**config.mk**
```make
export PLATFORM = sky130hd
export DESIGN_NAME = uart_rx_top
export DESIGN_NICKNAME = d
export VERILOG_FILES = /design/src/rtl/uart_rx_top.sv
export SDC_FILE = /design/constraint.sdc
export NUM_CORES = 1
export LEC_CHECK = 0
export BUFFER_PORTS_ARGS = -buffer_cell sky130_fd_sc_hd__buf_2
export CORE_ASPECT_RATIO = 0.9
export CORE_MARGIN = 3
export CORE_UTILIZATION = 56
export DETAILED_ROUTE_END_ITERATION = 7
export MAX_ROUTING_LAYER = met4
export PLACE_DENSITY_LB_ADDON = 0.05
export SETUP_SLACK_MARGIN = 0.15
export SYNTH_ARGS = -nofsm -noshare
export SYNTH_HDL_FRONTEND = slang
export SYNTH_SLANG_ARGS = --single-unit
```
**constraint.sdc**
```tcl
create_clock -name clk -period 2.1 [get_ports clk]
set_clock_uncertainty 0.15 [all_clocks]
set_input_delay 0.105 -clock clk [delete_from_list [all_inputs] [get_ports clk]]
set_output_delay 0.105 -clock clk [all_outputs]
set_load 0.03 [all_outputs]
```
**src/rtl/uart_rx_top.sv**
```systemverilog
// uart_rx_top: 8N1 serial receiver with a one-entry holding register.
// rx_in is synchronised, sampled mid-bit, deserialised LSB first and
// committed to data_out/valid. Framing and overrun errors are 1-cycle pulses.
// Optional even-parity support is enabled by defining UART_RX_PARITY_EN;
// without it the frame is 8N1 and parity_err is tied low.
module uart_rx_top #(
    parameter int CLKS_PER_BIT = 868,
    parameter int DATA_BITS    = 8
) (
    input  logic                 clk,
    input  logic                 rst,
    input  logic                 rx_in,
    input  logic                 read_en,
    output logic [DATA_BITS-1:0] data_out,
    output logic                 valid,
    output logic                 busy,
    output logic                 framing_err,
    output logic                 overrun_err,
    output logic                 parity_err
);

    localparam int CNT_W = $clog2(CLKS_PER_BIT);
    localparam int IDX_W = $clog2(DATA_BITS + 1);

    localparam logic [CNT_W-1:0] HALF_M1  = CNT_W'(CLKS_PER_BIT / 2 - 1);
    localparam logic [CNT_W-1:0] FULL_M1  = CNT_W'(CLKS_PER_BIT - 1);
    localparam logic [CNT_W-1:0] CNT_ONE  = CNT_W'(1);
    localparam logic [IDX_W-1:0] LAST_IDX = IDX_W'(DATA_BITS - 1);
    localparam logic [IDX_W-1:0] IDX_ONE  = IDX_W'(1);

    typedef enum logic [2:0] {
        S_IDLE   = 3'd0,
        S_START  = 3'd1,
        S_DATA   = 3'd2,
        S_PARITY = 3'd3,
        S_STOP   = 3'd4
    } state_t;

    state_t state;
    state_t state_next;

    // Synchroniser chain: rx_meta/rx_s form the 2-flop synchroniser, rx_d
    // delays rx_s by one more cycle for falling-edge detection.
    logic rx_meta;
    logic rx_s;
    logic rx_d;

    logic [CNT_W-1:0]     bit_cnt;
    logic [IDX_W-1:0]     idx;
    logic [DATA_BITS-1:0] shreg;

    logic start_tick;
    logic data_tick;
    logic stop_tick;
    logic cnt_clr;
    logic par_fail;
    logic frame_ok;
    logic take;

`ifdef UART_RX_PARITY_EN
    logic par_tick;

    // Even parity: the data bits together with the parity bit must XOR to 0.
    function automatic logic parity_bad(input logic [DATA_BITS-1:0] d, input logic p);
        return ^{d, p};
    endfunction
`endif

    // Bring the asynchronous line into the clk domain; idle-high after reset
    // so a reset never looks like a start edge.
    always_ff @(posedge clk) begin
        if (rst) begin
            rx_meta <= 1'b1;
            rx_s    <= 1'b1;
            rx_d    <= 1'b1;
        end else begin
            rx_meta <= rx_in;
            rx_s    <= rx_meta;
            rx_d    <= rx_s;
        end
    end

    // FSM state register.
    always_ff @(posedge clk) begin
        if (rst) begin
            state <= S_IDLE;
        end else begin
            state <= state_next;
        end
    end

    // FSM next-state logic. A low line after returning to IDLE has rx_d=0,
    // so only a genuine high-to-low transition starts a new frame.
    always_comb begin
        state_next = state;
        case (state)
            S_IDLE: begin
                if (rx_d && !rx_s) begin
                    state_next = S_START;
                end
            end
            S_START: begin
                if (start_tick) begin
                    state_next = rx_s ? S_IDLE : S_DATA;
                end
            end
            S_DATA: begin
                if (data_tick && (idx == LAST_IDX)) begin
`ifdef UART_RX_PARITY_EN
                    state_next = S_PARITY;
`else
                    state_next = S_STOP;
`endif
                end
            end
`ifdef UART_RX_PARITY_EN
            S_PARITY: begin
                if (par_tick) begin
                    state_next = S_STOP;
                end
            end
`endif
            S_STOP: begin
                if (stop_tick) begin
                    state_next = S_IDLE;
                end
            end
            default: state_next = S_IDLE;
        endcase
    end

    // FSM outputs: busy flag, per-state sample strobes and commit decision.
    always_comb begin
        busy       = (state != S_IDLE);
        start_tick = (state == S_START) && (bit_cnt == HALF_M1);
        data_tick  = (state == S_DATA)  && (bit_cnt == FULL_M1);
        stop_tick  = (state == S_STOP)  && (bit_cnt == FULL_M1);
`ifdef UART_RX_PARITY_EN
        par_tick   = (state == S_PARITY) && (bit_cnt == FULL_M1);
        cnt_clr    = (state == S_IDLE) || start_tick || data_tick || par_tick || stop_tick;
`else
        cnt_clr    = (state == S_IDLE) || start_tick || data_tick || stop_tick;
`endif
        frame_ok   = stop_tick && rx_s && !par_fail;
        take       = frame_ok && (!valid || read_en);
    end

    // Bit-period counter restarts on every sample point; idx counts data bits.
    always_ff @(posedge clk) begin
        if (rst) begin
            bit_cnt <= '0;
            idx     <= '0;
        end else begin
            if (cnt_clr) begin
                bit_cnt <= '0;
            end else begin
                bit_cnt <= bit_cnt + CNT_ONE;
            end
            if (state != S_DATA) begin
                idx <= '0;
            end else if (data_tick) begin
                idx <= idx + IDX_ONE;
            end
        end
    end

    // Shift register fills from the MSB so the first (LSB) bit ends at bit 0.
    always_ff @(posedge clk) begin
        if (data_tick) begin
            shreg <= {rx_s, shreg[DATA_BITS-1:1]};
        end
    end

`ifdef UART_RX_PARITY_EN
    // Parity verdict is held until the stop sample so both checks report together.
    always_ff @(posedge clk) begin
        if (rst) begin
            par_fail <= 1'b0;
        end else if (par_tick) begin
            par_fail <= parity_bad(shreg, rx_s);
        end
    end
`else
    assign par_fail = 1'b0;
`endif

    // Holding register, consumer pop and single-cycle error pulses. A commit
    // coinciding with read_en replaces the byte and keeps valid high.
    always_ff @(posedge clk) begin
        if (rst) begin
            data_out    <= '0;
            valid       <= 1'b0;
            framing_err <= 1'b0;
            overrun_err <= 1'b0;
`ifdef UART_RX_PARITY_EN
            parity_err  <= 1'b0;
`endif
        end else begin
            framing_err <= stop_tick && !rx_s;
            overrun_err <= frame_ok && valid && !read_en;
`ifdef UART_RX_PARITY_EN
            parity_err  <= stop_tick && par_fail;
`endif
            if (take) begin
                data_out <= shreg;
                valid    <= 1'b1;
            end else if (valid && read_en) begin
                valid <= 1'b0;
            end
        end
    end

`ifndef UART_RX_PARITY_EN
    assign parity_err = 1'b0;
`endif

endmodule

```
Word level (Yosys, flattened, before mapping)
Cells that the tools add are included.
{"block": "word_totals", "ff_bits": 39, "latchBits": 0, "mem_bits_rw": 0, "romBits": 0, "inputBits": 4, "out_inout_bits": 13, "wordCells": 56, "mem_count": 0}
{"block": "classes", "n_addsub": 2, "n_mul": 0, "div_mod_pow": 0, "order_cmp": 0, "n_eq_ne": 11, "n_shift": 0, "mux": 8, "bitwise": 0, "reduce_logical": 24}
{"op": "$mux W3", "n": 4}
{"op": "$pmux W3 S4", "n": 1}
{"op": "$logic_and A1 B1 Y1", "n": 11}
{"op": "$add A10 B1 Y10 const B", "n": 1}
{"op": "$eq A10 B10 Y1 const B", "n": 1}
{"op": "$eq A10 B9 Y1 const B", "n": 1}
{"op": "$ne A2 B2 Y1 const B", "n": 4}
{"op": "$add A4 B1 Y4 const B", "n": 1}
{"op": "$eq A4 B3 Y1 const B", "n": 1}
{"op": "$logic_or A1 B1 Y1", "n": 4}
{"op": "$reduce_and A4 Y1", "n": 1}
{"op": "$reduce_or A2 Y1", "n": 2}
{"op": "$eq A3 B1 Y1 const B", "n": 1}
{"op": "$eq A3 B2 Y1 const B", "n": 1}
{"op": "$eq A3 B3 Y1 const B", "n": 1}
{"op": "$logic_not A1 Y1", "n": 3}
{"op": "$logic_not A3 Y1", "n": 1}
{"op": "$ne A3 B2 Y1 const B", "n": 1}
{"op": "$reduce_bool A3 Y1", "n": 1}
{"op": "$mux W1", "n": 2}
{"op": "$mux W2", "n": 1}
{"op": "$reduce_bool A2 Y1", "n": 1}

Depth between registers and ports, before layout
{"block": "depth", "depth_word": 6, "depth_mapped": 7}

Worst setup path before layout
OpenSTA, ideal clock, no wires.
{"block": "synth_timing", "kind": "flip-flop to flip-flop", "startpoint": "register bit_cnt[3]", "endpoint": "register shreg[0] (enable)", "arrival_time_ps": 1227, "t_required_ps": 1576, "path_slack_ps": 350, "stages_incl_launch_ff": 4, "period_less_slack_ps": 1750, "cell_sequence": "dfxtp_1 nor3b_4 nand4_2 nor2_1"}
{"block": "synth_via", "elab_chain_cells": 2}
{"item": "start, declared", "line_no": "48", "text": "logic [CNT_W-1:0] bit_cnt;"}
{"item": "start signal, assigned", "line_no": "157", "text": "bit_cnt <= bit_cnt + CNT_ONE;"}
{"item": "$eq A10 B10 Y1", "line_no": "136", "text": "data_tick = (state == S_DATA) && (bit_cnt == FULL_M1);"}
{"item": "$logic_and A1 B1 Y1", "line_no": "136"}
{"item": "named net data_tick", "line_no": "53", "text": "logic data_tick;"}
{"item": "end signal, assigned", "line_no": "170", "text": "shreg <= {rx_s, shreg[DATA_BITS-1:1]};"}
{"item": "end, declared", "line_no": "50", "text": "logic [DATA_BITS-1:0] shreg;"}
The timed path passes the listed nets, and every way through them passes these cells.
A chain may end at the register's enable or synchronous reset.

Final worst setup path
{"block": "layout_timing", "startpoint": "register bit_cnt[1]", "endpoint": "register bit_cnt[9]"}
{"block": "layout_via", "elab_chain_cells": 6, "word_cells_on_any_way": 10, "classes_between": "1 x add/sub; 2 x eq/ne; 7 x reduce/logical"}
{"item": "branches (longest 6 deep; another with $add A10 B1 Y10)"}
Parallel ways; which one is timed is not known.

==> results.sh <==
export IMPL_fin_crit_ps=1818
export IMPL_die_x_um=61.77
export IMPL_status="finished, final reports clean"
export IMPL_min_period_over_period=0.8656
export IMPL_startpoint_type="flip-flop"
export IMPL_relSlewSlack=0.6584
export IMPL_reg2reg_from="bit_cnt[1]"
export IMPL_critical_path_class="reg2reg"
export IMPL_cts_buffer_depth=2
export IMPL_placed_cells=191
export IMPL_critPathTopFamily="simple AND/OR/NAND/NOR gates"
export IMPL_cp_depth=7
export IMPL_grt_overflow_total=0
export IMPL_critPathMaxStageDelay_ps=390
export IMPL_syn_area_per_cell_um2=10.52
export IMPL_synthCells=149
export IMPL_crit_reg2reg_capture="bit_cnt[9]"
export IMPL_clkSlewWorstSetupHoldPaths_ps=110
export IMPL_rows=17
export IMPL_synth_top_family_by_area="simple AND/OR/NAND/NOR gates"
export IMPL_yosys_area_share_simple=0.2298
export IMPL_final_cells=204
export IMPL_layout_nets=182
export IMPL_ios=17
export IMPL_synth_flop_cell="dfxtp_1"
export IMPL_syn_area_um2=1568
export IMPL_drc=0
export IMPL_end_kind="flip-flop"
export IMPL_worstHoldStart="rx_meta"
export IMPL_stdcell_area_um2=1790
export IMPL_rrSetupSlack_ps=280
export IMPL_hold_path_class="reg2reg"
export IMPL_drv_cap=0
export IMPL_critPathSlowestCell="dfxtp_1"
export IMPL_muxShareOfSynthArea=0.05746
export IMPL_via_per_inst=5.490
export IMPL_antenna_found_initial=0
export IMPL_setup_violations=0
export IMPL_first_iter_violations=53
export IMPL_portBuffers=15
export IMPL_vdd_drop_max_v=0.0005495
export IMPL_ys_ff_latch=39
export IMPL_cts_root_buf="clkbuf_4"
export IMPL_route_final_wire_length_um=2762
export IMPL_yosysSeqAreaShare=0.5491
export IMPL_rr_worst_depth=7
export IMPL_pwr_density_cell_nw_per_um2=695.9
export IMPL_ys_warn_count=0
export IMPL_start_util=0.6142
export IMPL_slew_violations=0
export IMPL_cts_tree="yes"
export IMPL_drt_wirelength_per_cell_um=13.54
export IMPL_rsz0062_at_grt="false"
export IMPL_finalPower_mw=1.246
export IMPL_die_area_um2=3471
export IMPL_vias=1120
export IMPL_synth_edf_count=8
export IMPL_timing_fmax_mhz=550.1
export IMPL_core_area_um2=2552
export IMPL_syn_num_nets=156
export IMPL_cts_inserted_buffers=5
export IMPL_hold_slack_ps=277.5
export IMPL_postRouteAntennaNets=0
export IMPL_grt_pass1_wl_um=4636
export IMPL_first_global_vias=1032
export IMPL_synth_adder_area_share=0.02394
export IMPL_p_leak_nw=0.6617
export IMPL_die_h_um=56.20
export IMPL_htreeDepth=2
export IMPL_min_to="rx_s"
export IMPL_synthArstFlopShare=0
export IMPL_antenna_cells=0
export IMPL_drtPass1Iterations=4
export IMPL_globalplace_congestion=0.8164
export IMPL_path_cells="inv_1 -> ha_1 -> nor4bb_2 -> and4_2 -> a211oi_2 -> nand2_2 -> nor2_1"
export IMPL_clkLatencyLatePin_ps=340
export IMPL_synth_compound_area_frac=0.04948
export IMPL_grt_max_degree=19
export IMPL_finalSetupTns_ps=0
export IMPL_grtUsageTotal=0.1881
export IMPL_hpwl_um=1965
export IMPL_yosysUniqueCellTypes=37
export IMPL_worstPathMaxFanout=5
export IMPL_clock_sinks=39
export IMPL_crit_arrival_ps=1950
export IMPL_syn_to_final_growth_pct=14.21
export IMPL_drive_above_1_share=0.2273
export IMPL_crit_required_ps=2230
export IMPL_hold_depth=1
export IMPL_hold_violations=0
export IMPL_placed_area_um2=1678
export IMPL_synth_xor_area_frac=0.06145
export IMPL_tightest_slew_ps=511.3
export IMPL_cp_num_buf_inv=1
-- state kept, by name, summed over array words and instances (netlist names) --
register     flops
state            3
overrun_err      1
data_out         8
valid            1
idx              4
rx_s             1
bit_cnt         10
rx_meta          1
rx_d             1
framing_err      1
shreg            8
-- worst max path at each step --
| stage | from | endpoint | slack [ps] |
|---|---|---|---|
| detailed placement | bit_cnt[0] | bit_cnt[2] | 230 |
| global route | bit_cnt[1] | state[0] | 140 |
| floorplan | bit_cnt[3] | shreg[0] | 350 |
| global placement | bit_cnt[0] | bit_cnt[9] | 310 |
| CTS | bit_cnt[0] | bit_cnt[9] | 210 |
| finish | bit_cnt[1] | bit_cnt[9] | 280 |
-- layout by cell type (no fill, tap or decap), types with 2 or more instances in the layout --
cell type / Yosys / layout
dfxtp_1: 31 / 30
nor2_1: 28 / 28
buf_2: 0 / 15
mux2i_1: 9 / 9
nand3_1: 8 / 8
edfxtp_1: 8 / 8
nand2_1: 8 / 7
xnor2_1: 6 / 6
inv_1: 5 / 5
xor2_1: 5 / 5
clkbuf_4: 0 / 5
buf_4: 2 / 4
and3_1: 3 / 3
nand2b_1: 3 / 3
ha_1: 3 / 3
dlygate4sd3_1: 0 / 3
nor3_1: 2 / 2
nand4_1: 2 / 2
o21ai_0: 2 / 2
nand2_2: 0 / 2
or2_2: 2 / 2
a21oi_1: 2 / 2
-- cells in the mapped netlist (2+ instances only) --
cell | count | area [um2]
nor3_1 | 2 | 10.01
a21oi_1 | 2 | 10.01
dfxtp_1 | 31 | 620.6
and3_1 | 3 | 18.77
nand2_1 | 8 | 30.03
buf_4 | 2 | 15.01
edfxtp_1 | 8 | 240.2
nor2_1 | 28 | 105.1
mux2i_1 | 9 | 90.09
xor2_1 | 5 | 43.79
ha_1 | 3 | 37.54
nand2b_1 | 3 | 18.77
o21ai_0 | 2 | 10.01
or2_2 | 2 | 12.51
inv_1 | 5 | 18.77
xnor2_1 | 6 | 52.55
nand3_1 | 8 | 40.04
clkbuf_1 | 2 | 7.510
nand4_1 | 2 | 12.51
-- repair_timing --
action                                  in CTS  in global routing
endpoints found under the hold margin       13                  0
resized for setup                            0                  5
endpoints found under the setup margin       0                 14
hold buffers                                 3                  0
buffers inserted                             0                  1
-- logic make-up after synthesis --
group,after synthesis
XOR/XNOR,11
adder cells (fa/ha/maj),3
AND/OR/NAND/NOR,67
other,1
flip-flops,39
AO/OA/AOI/OAI,10
multiplexers,9
buffers and inverters,9
-- power by group --
part	total (mW)	switching, mW	internal (mW)
combinational	0.102	0.0614	0.0410
sequential	0.783	0.0117	0.772
clock	0.360	0.231	0.129
-- metal layers --
metal | up-vias | part of all wire | GRT usage
met5 | - | 0 | -
met1 | 533 | 0.46 | 0.2216
met4 | 0 | 0.0062 | 0.07576
li1 | 562 | - | -
met2 | 23 | 0.48 | 0.2765
met3 | 2 | 0.049 | 0.08353
-- worst register-to-register path, cell delays in order, from the launching register on --
cell	delay [ps]
dfxtp_1	390
inv_1	60
ha_1	160
nor4bb_2	170
and4_2	250
a211oi_2	310
nand2_2	150
nor2_1	140
-- metrics by stage --
step,setup slack (ps),utilization
2_1_floorplan,349.8,-
3_3_place_gp,311.0,0.6574
6_report,282.2,0.7015
5_1_grt,136.0,0.7015
4_1_cts,211.9,0.6902
3_5_place_dp,226.7,0.6574
-- area by class of cell --
class	count	area, um2
well taps	28	35.03
multi-input cells	102	685.7
flip-flops and latches	39	862.1
repair buffers	22	135.1
fillers	199	762.0
inverters	5	18.77
clock buffers	6	41.29
clock inverters	2	12.51
Note: power is estimated with default switching activity, not from simulation.
